===== src/rtl/out_port_arbiter_pkg.sv =====
// Shared types and constants for the output-port arbiter.
// The header byte it describes is only emitted when OUT_ARB_HDR_EN is defined.
package out_arb_pkg;

   localparam int NREQ   = 4;
   localparam int DATA_W = 16;
   localparam int BYTE_W = 8;
   localparam logic [3:0] HDR_TAG = 4'hA;

   typedef enum logic [2:0] {
      ST_IDLE = 3'd0,
      ST_HDR  = 3'd1,
      ST_LO   = 3'd2,
      ST_HI   = 3'd3,
      ST_GAP  = 3'd4
   } state_t;

   // Binary index of a one-hot channel vector (zero when nothing is set).
   function automatic logic [1:0] onehot_to_idx(input logic [NREQ-1:0] oh);
      logic [1:0] idx;
      idx = '0;
      for (int i = 0; i < NREQ; i++) begin
         if (oh[i]) idx = idx | 2'(i);
      end
      return idx;
   endfunction

endpackage


===== src/rtl/out_port_arbiter_if.sv =====
// Channel request bus and serialized byte stream of the output-port arbiter.
// master: request sources and byte sink; slave: the arbiter.
interface out_port_arbiter_if;
   import out_arb_pkg::*;

   logic [NREQ-1:0]          req_valid;
   logic [NREQ*DATA_W-1:0]   req_data;
   logic [NREQ-1:0]          req_ready;
   logic                     out_ready;
   logic [BYTE_W-1:0]        byte_out;
   logic                     byte_stb;
   logic                     byte_last;
   logic [1:0]               chan_out;
   logic                     busy;

   modport master (
      output req_valid, req_data, out_ready,
      input  req_ready, byte_out, byte_stb, byte_last, chan_out, busy
   );

   modport slave (
      input  req_valid, req_data, out_ready,
      output req_ready, byte_out, byte_stb, byte_last, chan_out, busy
   );

endinterface


===== src/rtl/out_port_arbiter_rr_pick.sv =====
// Combinational 4-way round-robin picker: the channel after ptr has top priority.
module rr_pick
   import out_arb_pkg::*;
(
   input  logic [NREQ-1:0] req,
   input  logic [1:0]      ptr,
   output logic [NREQ-1:0] grant
);

   logic [1:0] idx;

   // Walk ptr+1, ptr+2, ... (wrapping) and grant the first pending channel.
   always_comb begin
      grant = '0;
      idx   = ptr;
      for (int i = 0; i < NREQ; i++) begin
         idx = idx + 2'd1;
         if (req[idx] && (grant == '0)) grant[idx] = 1'b1;
      end
   end

endmodule


===== src/rtl/out_port_arbiter.sv =====
// Out-port arbiter: round-robin accepts 16-bit words from four channels and
// serializes each as low byte then high byte, with STB_GAP idle cycles after
// every frame. Defining OUT_ARB_HDR_EN prepends a tag byte (A0 | channel).
//
// state   | meaning
// --------+-------------------------------------------------------------
// IDLE    | waiting for a word; req_ready carries the round-robin pick
// HDR     | emitting tag byte (OUT_ARB_HDR_EN builds only)
// LO      | emitting word[7:0]
// HI      | emitting word[15:8], marked as last byte of the frame
// GAP     | inter-frame idle, down-counter runs to terminal count
module out_port_arbiter
   import out_arb_pkg::*;
#(
   parameter int STB_GAP = 0
)
(
   input  logic               clk,
   input  logic               rst,
   out_port_arbiter_if.slave  bus
);

   localparam logic [3:0] GAP_LOAD = 4'(STB_GAP);
`ifdef OUT_ARB_HDR_EN
   localparam state_t FIRST_ST = ST_HDR;
`else
   localparam state_t FIRST_ST = ST_LO;
`endif

   state_t          state, state_nx;
   logic [1:0]      ptr;
   logic [3:0]      gap_cnt;
   logic [DATA_W-1:0] word;
   logic [1:0]      chan_r;
   logic [NREQ-1:0] grant;
   logic            take;
   logic [1:0]      take_idx;

   rr_pick u_pick (
      .req   (bus.req_valid),
      .ptr   (ptr),
      .grant (grant)
   );

   // grant is a subset of req_valid, so any grant offered in IDLE is a transfer.
   assign take     = (state == ST_IDLE) && (gap_cnt == '0) && !rst && (|grant);
   assign take_idx = onehot_to_idx(grant);
   assign bus.chan_out = chan_r;

   // State register.
   always_ff @(posedge clk) begin
      if (rst) state <= ST_IDLE;
      else     state <= state_nx;
   end

   // Next-state decode; every emitting state advances only when the sink accepts.
   always_comb begin
      state_nx = state;
      case (state)
         ST_IDLE: if (take) state_nx = FIRST_ST;
`ifdef OUT_ARB_HDR_EN
         ST_HDR:  if (bus.out_ready) state_nx = ST_LO;
`else
         ST_HDR:  state_nx = ST_IDLE;
`endif
         ST_LO:   if (bus.out_ready) state_nx = ST_HI;
         ST_HI:   if (bus.out_ready) state_nx = (GAP_LOAD != '0) ? ST_GAP : ST_IDLE;
         ST_GAP:  if (gap_cnt <= 4'd1) state_nx = ST_IDLE;
         default: state_nx = ST_IDLE;
      endcase
   end

   // Word capture, round-robin pointer and inter-frame gap down-counter.
   always_ff @(posedge clk) begin
      if (rst) begin
         ptr     <= 2'd3;
         gap_cnt <= '0;
         word    <= '0;
         chan_r  <= '0;
      end else begin
         if (take) begin
            word   <= bus.req_data[DATA_W*take_idx +: DATA_W];
            chan_r <= take_idx;
            ptr    <= take_idx;
         end
         if ((state == ST_HI) && bus.out_ready && (GAP_LOAD != '0))
            gap_cnt <= GAP_LOAD;
         else if ((state == ST_GAP) && (gap_cnt != '0))
            gap_cnt <= gap_cnt - 4'd1;
      end
   end

   // Output decode; everything is forced quiet while reset is asserted.
   always_comb begin
      bus.req_ready = '0;
      bus.byte_out  = '0;
      bus.byte_stb  = 1'b0;
      bus.byte_last = 1'b0;
      bus.busy      = 1'b0;
      if (!rst) begin
         bus.busy = (state != ST_IDLE);
         case (state)
            ST_IDLE: if (gap_cnt == '0) bus.req_ready = grant;
`ifdef OUT_ARB_HDR_EN
            ST_HDR: begin
               bus.byte_stb = 1'b1;
               bus.byte_out = {HDR_TAG, 2'b00, chan_r};
            end
`endif
            ST_LO: begin
               bus.byte_stb = 1'b1;
               bus.byte_out = word[7:0];
            end
            ST_HI: begin
               bus.byte_stb  = 1'b1;
               bus.byte_last = 1'b1;
               bus.byte_out  = word[15:8];
            end
            default: ;
         endcase
      end
   end

endmodule


===== src/flat_wrapper.sv =====
// flat-port wrapper written by rule: the top's interface ports become plain ports
module out_port_arbiter_flat import out_arb_pkg::*;
#(
   parameter int STB_GAP = 0
)
  (clk, rst, bus_req_valid, bus_req_data, bus_out_ready, bus_req_ready, bus_byte_out, bus_byte_stb, bus_byte_last, bus_chan_out, bus_busy);
  out_port_arbiter_if bus_i ();
  input  logic clk;
  input  logic rst;
  input wire logic [$bits(bus_i.req_valid)-1:0] bus_req_valid;
  input wire logic [$bits(bus_i.req_data)-1:0] bus_req_data;
  input wire logic [$bits(bus_i.out_ready)-1:0] bus_out_ready;
  output wire logic [$bits(bus_i.req_ready)-1:0] bus_req_ready;
  output wire logic [$bits(bus_i.byte_out)-1:0] bus_byte_out;
  output wire logic [$bits(bus_i.byte_stb)-1:0] bus_byte_stb;
  output wire logic [$bits(bus_i.byte_last)-1:0] bus_byte_last;
  output wire logic [$bits(bus_i.chan_out)-1:0] bus_chan_out;
  output wire logic [$bits(bus_i.busy)-1:0] bus_busy;
  assign bus_i.req_valid = bus_req_valid;
  assign bus_i.req_data = bus_req_data;
  assign bus_i.out_ready = bus_out_ready;
  assign bus_req_ready = bus_i.req_ready;
  assign bus_byte_out = bus_i.byte_out;
  assign bus_byte_stb = bus_i.byte_stb;
  assign bus_byte_last = bus_i.byte_last;
  assign bus_chan_out = bus_i.chan_out;
  assign bus_busy = bus_i.busy;
  out_port_arbiter #(.STB_GAP(STB_GAP)) u_core (.clk(clk), .rst(rst), .bus(bus_i));
endmodule

===== config.mk =====
export PLATFORM = sky130hd
export DESIGN_NAME = out_port_arbiter_flat
export DESIGN_NICKNAME = d
export VERILOG_FILES = /design/src/rtl/out_port_arbiter_pkg.sv /design/src/rtl/out_port_arbiter_if.sv /design/src/rtl/out_port_arbiter_rr_pick.sv /design/src/rtl/out_port_arbiter.sv /design/src/flat_wrapper.sv
export SDC_FILE = /design/constraint.sdc
export NUM_CORES = 1
export LEC_CHECK = 0
export CORE_UTILIZATION = 33
export CTS_CLUSTER_DIAMETER = 50
export DETAILED_ROUTE_END_ITERATION = 8
export PLACE_DENSITY = 0.66
export RECOVER_POWER = 100
export SLEW_MARGIN = 10
export SYNTH_ARGS = -nofsm -noshare
export SYNTH_HDL_FRONTEND = slang
export SYNTH_SLANG_ARGS = --single-unit

===== constraint.sdc =====
create_clock -name clk -period 9.69 [get_ports clk]
set_input_delay 0.969 -clock clk [delete_from_list [all_inputs] [get_ports clk]]
set_output_delay 0.969 -clock clk [all_outputs]
set_load 0.01 [all_outputs]

==> report_table.html <==
<table>
<tr><th>Metric</th><th>Value</th></tr>
<tr><th colspan="2">Status</th></tr>
<tr><td>Status</td><td>finished with violations</td></tr>
<tr><td>Violated checks</td><td>design-rule violations, max-capacitance violations, max-slew violations</td></tr>
<tr><th colspan="2">Logic synthesis</th></tr>
<tr><td>Syn Inst Count</td><td>312</td></tr>
<tr><td>Post-Synthesis Cell Area</td><td>0.00260 mm²</td></tr>
<tr><td>Most used flip-flop cell after synthesis</td><td>sky130_fd_sc_hd__dfxtp_1</td></tr>
<tr><td>Sequential fraction of the synthesis area</td><td>16.9%</td></tr>
<tr><td>Net Count, Synth</td><td>391</td></tr>
<tr><td>Post-synthesis area per instance</td><td>8.35 µm²</td></tr>
<tr><td>Number of synthesized flops with an enable pin</td><td>0</td></tr>
<tr><td>Yosys warning total</td><td>0</td></tr>
<tr><td>Async set-or-reset flop fraction in the synthesized netlist</td><td>0%</td></tr>
<tr><td>Total of flip-flops plus latches after synthesis</td><td>22</td></tr>
<tr><td>Cell type contributing the most total cell area after synthesis</td><td>sky130_fd_sc_hd__dfxtp_1</td></tr>
<tr><td>Area share of the leading cell type in the synthesized netlist</td><td>16.9%</td></tr>
<tr><td>Count of different cell masters after synthesis</td><td>60</td></tr>
<tr><td>Dominant cells by area after synthesis</td><td>sky130_fd_sc_hd__dfxtp_1 (17%), sky130_fd_sc_hd__mux2i_1 (12%), sky130_fd_sc_hd__a21boi_0 (9.5%)</td></tr>
<tr><th colspan="2">STA</th></tr>
<tr><td>Final min period</td><td>6.02 ns</td></tr>
<tr><td>Unrepaired setup endpoints after global routing</td><td>false</td></tr>
<tr><td>Final setup violation count</td><td>0</td></tr>
<tr><td>Aggregate negative setup slack</td><td>0 ns</td></tr>
<tr><td>Tightest Pin Transition</td><td>2.04 ns</td></tr>
<tr><td>Achievable Freq</td><td>0.166 GHz</td></tr>
<tr><td>Number of pins exceeding their max-slew limit in the final report</td><td>19</td></tr>
<tr><td>Part of the cycle the worst path needs</td><td>62.1%</td></tr>
<tr><td>Remaining max-slew budget at the tightest pin</td><td>-36.2%</td></tr>
<tr><td>Hold Vio Cnt, Final</td><td>0</td></tr>
<tr><td>Worst Skew</td><td>0.00250 ns</td></tr>
<tr><th colspan="2">Detailed routing</th></tr>
<tr><td>Vias per cell</td><td>5.66</td></tr>
<tr><td>Via Count</td><td>2712</td></tr>
<tr><td>Number of iterations in the first detailed-routing pass</td><td>9</td></tr>
<tr><td>Average wire per standard cell</td><td>15.6 µm</td></tr>
<tr><td>Initial drt markers</td><td>293</td></tr>
<tr><td>Overall routed net length</td><td>7.48 mm</td></tr>
<tr><td>Antenna violation net count after detailed routing</td><td>0</td></tr>
<tr><td>Total DRC errors in the routed layout</td><td>1</td></tr>
<tr><th colspan="2">Clock network</th></tr>
<tr><td>Number of hold-repair buffers added at the cts stage</td><td>0</td></tr>
<tr><td>Total CTS buffers</td><td>3</td></tr>
<tr><td>Reg clk slew, reported paths</td><td>0.08 ns</td></tr>
<tr><td>Buffers inserted during post-CTS setup optimization</td><td>0</td></tr>
<tr><td>Clock Tree Buf Depth</td><td>2</td></tr>
<tr><td>Clk root buf</td><td>sky130_fd_sc_hd__clkbuf_8</td></tr>
<tr><td>Clock sinks</td><td>22</td></tr>
<tr><td>CTS tree</td><td>done</td></tr>
<tr><td>Clock network latency to the later pin of the worst-skew pair</td><td>0.25 ns</td></tr>
<tr><td>CTS resizes</td><td>0</td></tr>
<tr><td>H-Tree Depth</td><td>1</td></tr>
<tr><th colspan="2">Critical path</th></tr>
<tr><td>R2R depth</td><td>10</td></tr>
<tr><td>Endpoint arrival time on the critical path</td><td>6.08 ns</td></tr>
<tr><td>Category of the worst setup path capture point</td><td>register</td></tr>
<tr><td>CP Class</td><td>input port to register</td></tr>
<tr><td>Kind of start point of the critical path</td><td>input port</td></tr>
<tr><td>CP max FO</td><td>51</td></tr>
<tr><td>Required arrival time at the worst endpoint</td><td>9.75 ns</td></tr>
<tr><th colspan="2">Layout</th></tr>
<tr><td>Final Util</td><td>44.8%</td></tr>
<tr><td>Area growth from synthesis to layout</td><td>32.1%</td></tr>
<tr><td>Layout Cell Area excl Fill</td><td>0.00344 mm²</td></tr>
<tr><td>Number of standard cells in the layout, taps in and fillers out</td><td>479</td></tr>
<tr><td>Nets</td><td>457</td></tr>
<tr><td>Share of layout cells above drive strength 1</td><td>9.28%</td></tr>
<tr><td>Number of diodes added for antenna fixing</td><td>0</td></tr>
<tr><th colspan="2">Floorplanning</th></tr>
<tr><td>I/O pin count</td><td>88</td></tr>
<tr><td>Die Footprint</td><td>0.00825 mm²</td></tr>
<tr><td>Initial cell density of the core</td><td>33.9%</td></tr>
<tr><td>DIE HEIGHT</td><td>90.8 µm</td></tr>
<tr><td>CORE AREA</td><td>0.00769 mm²</td></tr>
<tr><td>Standard-cell rows</td><td>32</td></tr>
<tr><td>Horizontal die dimension</td><td>90.8 µm</td></tr>
<tr><th colspan="2">Power and ir drop</th></tr>
<tr><td>Flop pwr share</td><td>13.5%</td></tr>
<tr><td>Combinational share of power</td><td>79.0%</td></tr>
<tr><td>Peak supply drop</td><td>0.141 mV</td></tr>
<tr><td>Power density cells</td><td>323 mW/mm²</td></tr>
<tr><td>Leakage power summed over all cells</td><td>1.43 nW</td></tr>
<tr><td>Switch Pwr</td><td>0.550 mW</td></tr>
<tr><td>Internal power of the cells</td><td>0.561 mW</td></tr>
<tr><td>Part of the power in the clock network</td><td>7.5%</td></tr>
<tr><td>Share of total power consumed by net switching</td><td>49.5%</td></tr>
<tr><th colspan="2">GRT</th></tr>
<tr><td>Initial antenna violation count</td><td>0</td></tr>
<tr><td>Number of global-route vias before repair</td><td>2364</td></tr>
<tr><td>Wire length of the first global-routing pass</td><td>11.8 mm</td></tr>
<tr><td>GR Util All Layers</td><td>17.2%</td></tr>
<tr><td>Remaining global-route overflow</td><td>0</td></tr>
<tr><td>Maximum number of pins on one net before global-route repair</td><td>52</td></tr>
<tr><th colspan="2">Placement</th></tr>
<tr><td>Area after DPL</td><td>0.00339 mm²</td></tr>
<tr><td>Final weighted congestion in routability-driven placement</td><td>0.887</td></tr>
<tr><td>Half-perimeter wire length of the detailed placement result</td><td>5.46 mm</td></tr>
<tr><td>IO buf count</td><td>87</td></tr>
<tr><td>Placed Instances</td><td>475</td></tr>
<tr><th colspan="2">Flow run</th></tr>
<tr><td>Max-cap violation count</td><td>1</td></tr>
<tr><th colspan="2">Min path</th></tr>
<tr><td>Hold Path Depth</td><td>2</td></tr>
<tr><td>Classification of the worst-slack hold path</td><td>register to register</td></tr>
</table>
==> logic make-up after synthesis <==
logic type / Yosys count / share of synthesized area, %
AO/OA/AOI/OAI: 105 / 33.8
adder cells (fa/ha/maj): 8 / 3.84
flip-flops: 22 / 16.9
XOR/XNOR: 1 / 0.336
AND/OR/NAND/NOR: 106 / 20.8
buffers and inverters: 35 / 9.61
multiplexers: 35 / 14.7
==> power by group through the flow <==
| stage | logic (mW) | clock network, mW | registers, mW |
|---|---|---|---|
| after floorplan | 0.755 | 0 | 0.141 |
| after global placement | 0.863 | 0 | 0.151 |
| after detailed placement | 0.877 | 0 | 0.153 |
| after CTS | 0.880 | 0.0850 | 0.151 |
| after global routing | 0.952 | 0.0904 | 0.156 |
| final | 0.878 | 0.0830 | 0.150 |
==> worst max-delay path, cell delays in order <==
cell                              delay (ns)
sky130_fd_sc_hd__clkdlybuf4s50_1        0.46
sky130_fd_sc_hd__mux4_2                 0.66
sky130_fd_sc_hd__a32o_1                 0.29
sky130_fd_sc_hd__or3_1                  0.41
sky130_fd_sc_hd__a31oi_1                0.32
sky130_fd_sc_hd__a21boi_4               0.92
sky130_fd_sc_hd__nand2_1                0.17
sky130_fd_sc_hd__o21bai_1               1.60
sky130_fd_sc_hd__mux2i_1                0.24
==> final cells by class <==
| type | instances | area [µm²] |
|---|---|---|
| Tap cell | 102 | 128 |
| Clock buffer | 3 | 41.3 |
| Clock inverter | 1 | 30.0 |
| Inverter | 7 | 26.3 |
| Fill cell | 768 | 4250 |
| Multi-Input combinational cell | 255 | 1890 |
| Sequential cell | 22 | 440 |
| Timing Repair Buffer | 89 | 886 |
==> through the flow <==
stage / hold slack (ns) / power [mW] / setup WS [ns]
global placement: 0.462 / 1.01 / 4.38
CTS: 0.481 / 1.12 / 4.28
detailed placement: 0.468 / 1.03 / 4.29
finish: 0.475 / 1.11 / 3.67
global route: 0.497 / 1.20 / 3.23
floorplan: 0.451 / 0.896 / 5.72
==> state kept, by name (all words and copies together) (netlist names) <==
signal               cells
u_core.state             2
u_core.word             16
u_core.bus.chan_out      2
u_core.ptr               2
==> cell usage in the layout, fill, tap and decap left out, drive strengths merged, types with 3 or more instances in the layout <==
cell type	instances
nand2	12
a21boi	35
nand3	4
o221ai	3
dlygate4sd3	18
nor2	35
o32ai	17
nor3	8
a31o	17
and3	17
a21oi	7
nand2b	17
o21ai	5
inv	7
clkdlybuf4s50	69
nor2b	3
ha	8
o22ai	3
clkbuf	3
mux2i	31
dfxtp	22
==> path summary, 6_finish.rpt <==
kind,startpoint,end,slack (ns)
setup reg to reg,u_core.ptr[0],u_core.word[5],3.69
setup / recovery,bus_req_valid[2],u_core.word[5],3.67
hold reg to reg,u_core.bus.chan_out[0],u_core.bus.chan_out[0],0.47
hold / removal,u_core.bus.chan_out[0],u_core.bus.chan_out[0],0.47
==> cells in the mapped netlist, types with 2 or more instances <==
cell type and instances:
sky130_fd_sc_hd__nor2_1 35, sky130_fd_sc_hd__a21boi_0 33, sky130_fd_sc_hd__mux2i_1 31, sky130_fd_sc_hd__dfxtp_1 22, sky130_fd_sc_hd__and3_1 17, sky130_fd_sc_hd__nand2b_1 17, sky130_fd_sc_hd__o32ai_1 17, sky130_fd_sc_hd__a31o_2 15
sky130_fd_sc_hd__nand2_1 11, sky130_fd_sc_hd__clkbuf_1 8, sky130_fd_sc_hd__ha_1 8, sky130_fd_sc_hd__nor3_1 8, sky130_fd_sc_hd__inv_1 7, sky130_fd_sc_hd__a21oi_1 6, sky130_fd_sc_hd__buf_2 6, sky130_fd_sc_hd__buf_6 5
sky130_fd_sc_hd__o21ai_0 5, sky130_fd_sc_hd__nand3_1 4, sky130_fd_sc_hd__clkbuf_2 3, sky130_fd_sc_hd__nor2b_1 3, sky130_fd_sc_hd__o221ai_1 3, sky130_fd_sc_hd__o22ai_1 3, sky130_fd_sc_hd__a21boi_4 2, sky130_fd_sc_hd__a21o_1 2
sky130_fd_sc_hd__mux2_2 2, sky130_fd_sc_hd__nor4_1 2, sky130_fd_sc_hd__o211ai_1 2, sky130_fd_sc_hd__or2_2 2, sky130_fd_sc_hd__or4_1 2
==> routing by layer <==
metal	share of wire, %	GRT usage (%)	vias to the layer above
met2	45	27.7	135
met4	0.96	3.17	0
met5	0	0	-
met1	47	24.7	1259
li1	-	-	1306
met3	7.2	1.94	12
Note: power is estimated with default switching activity, not from simulation.
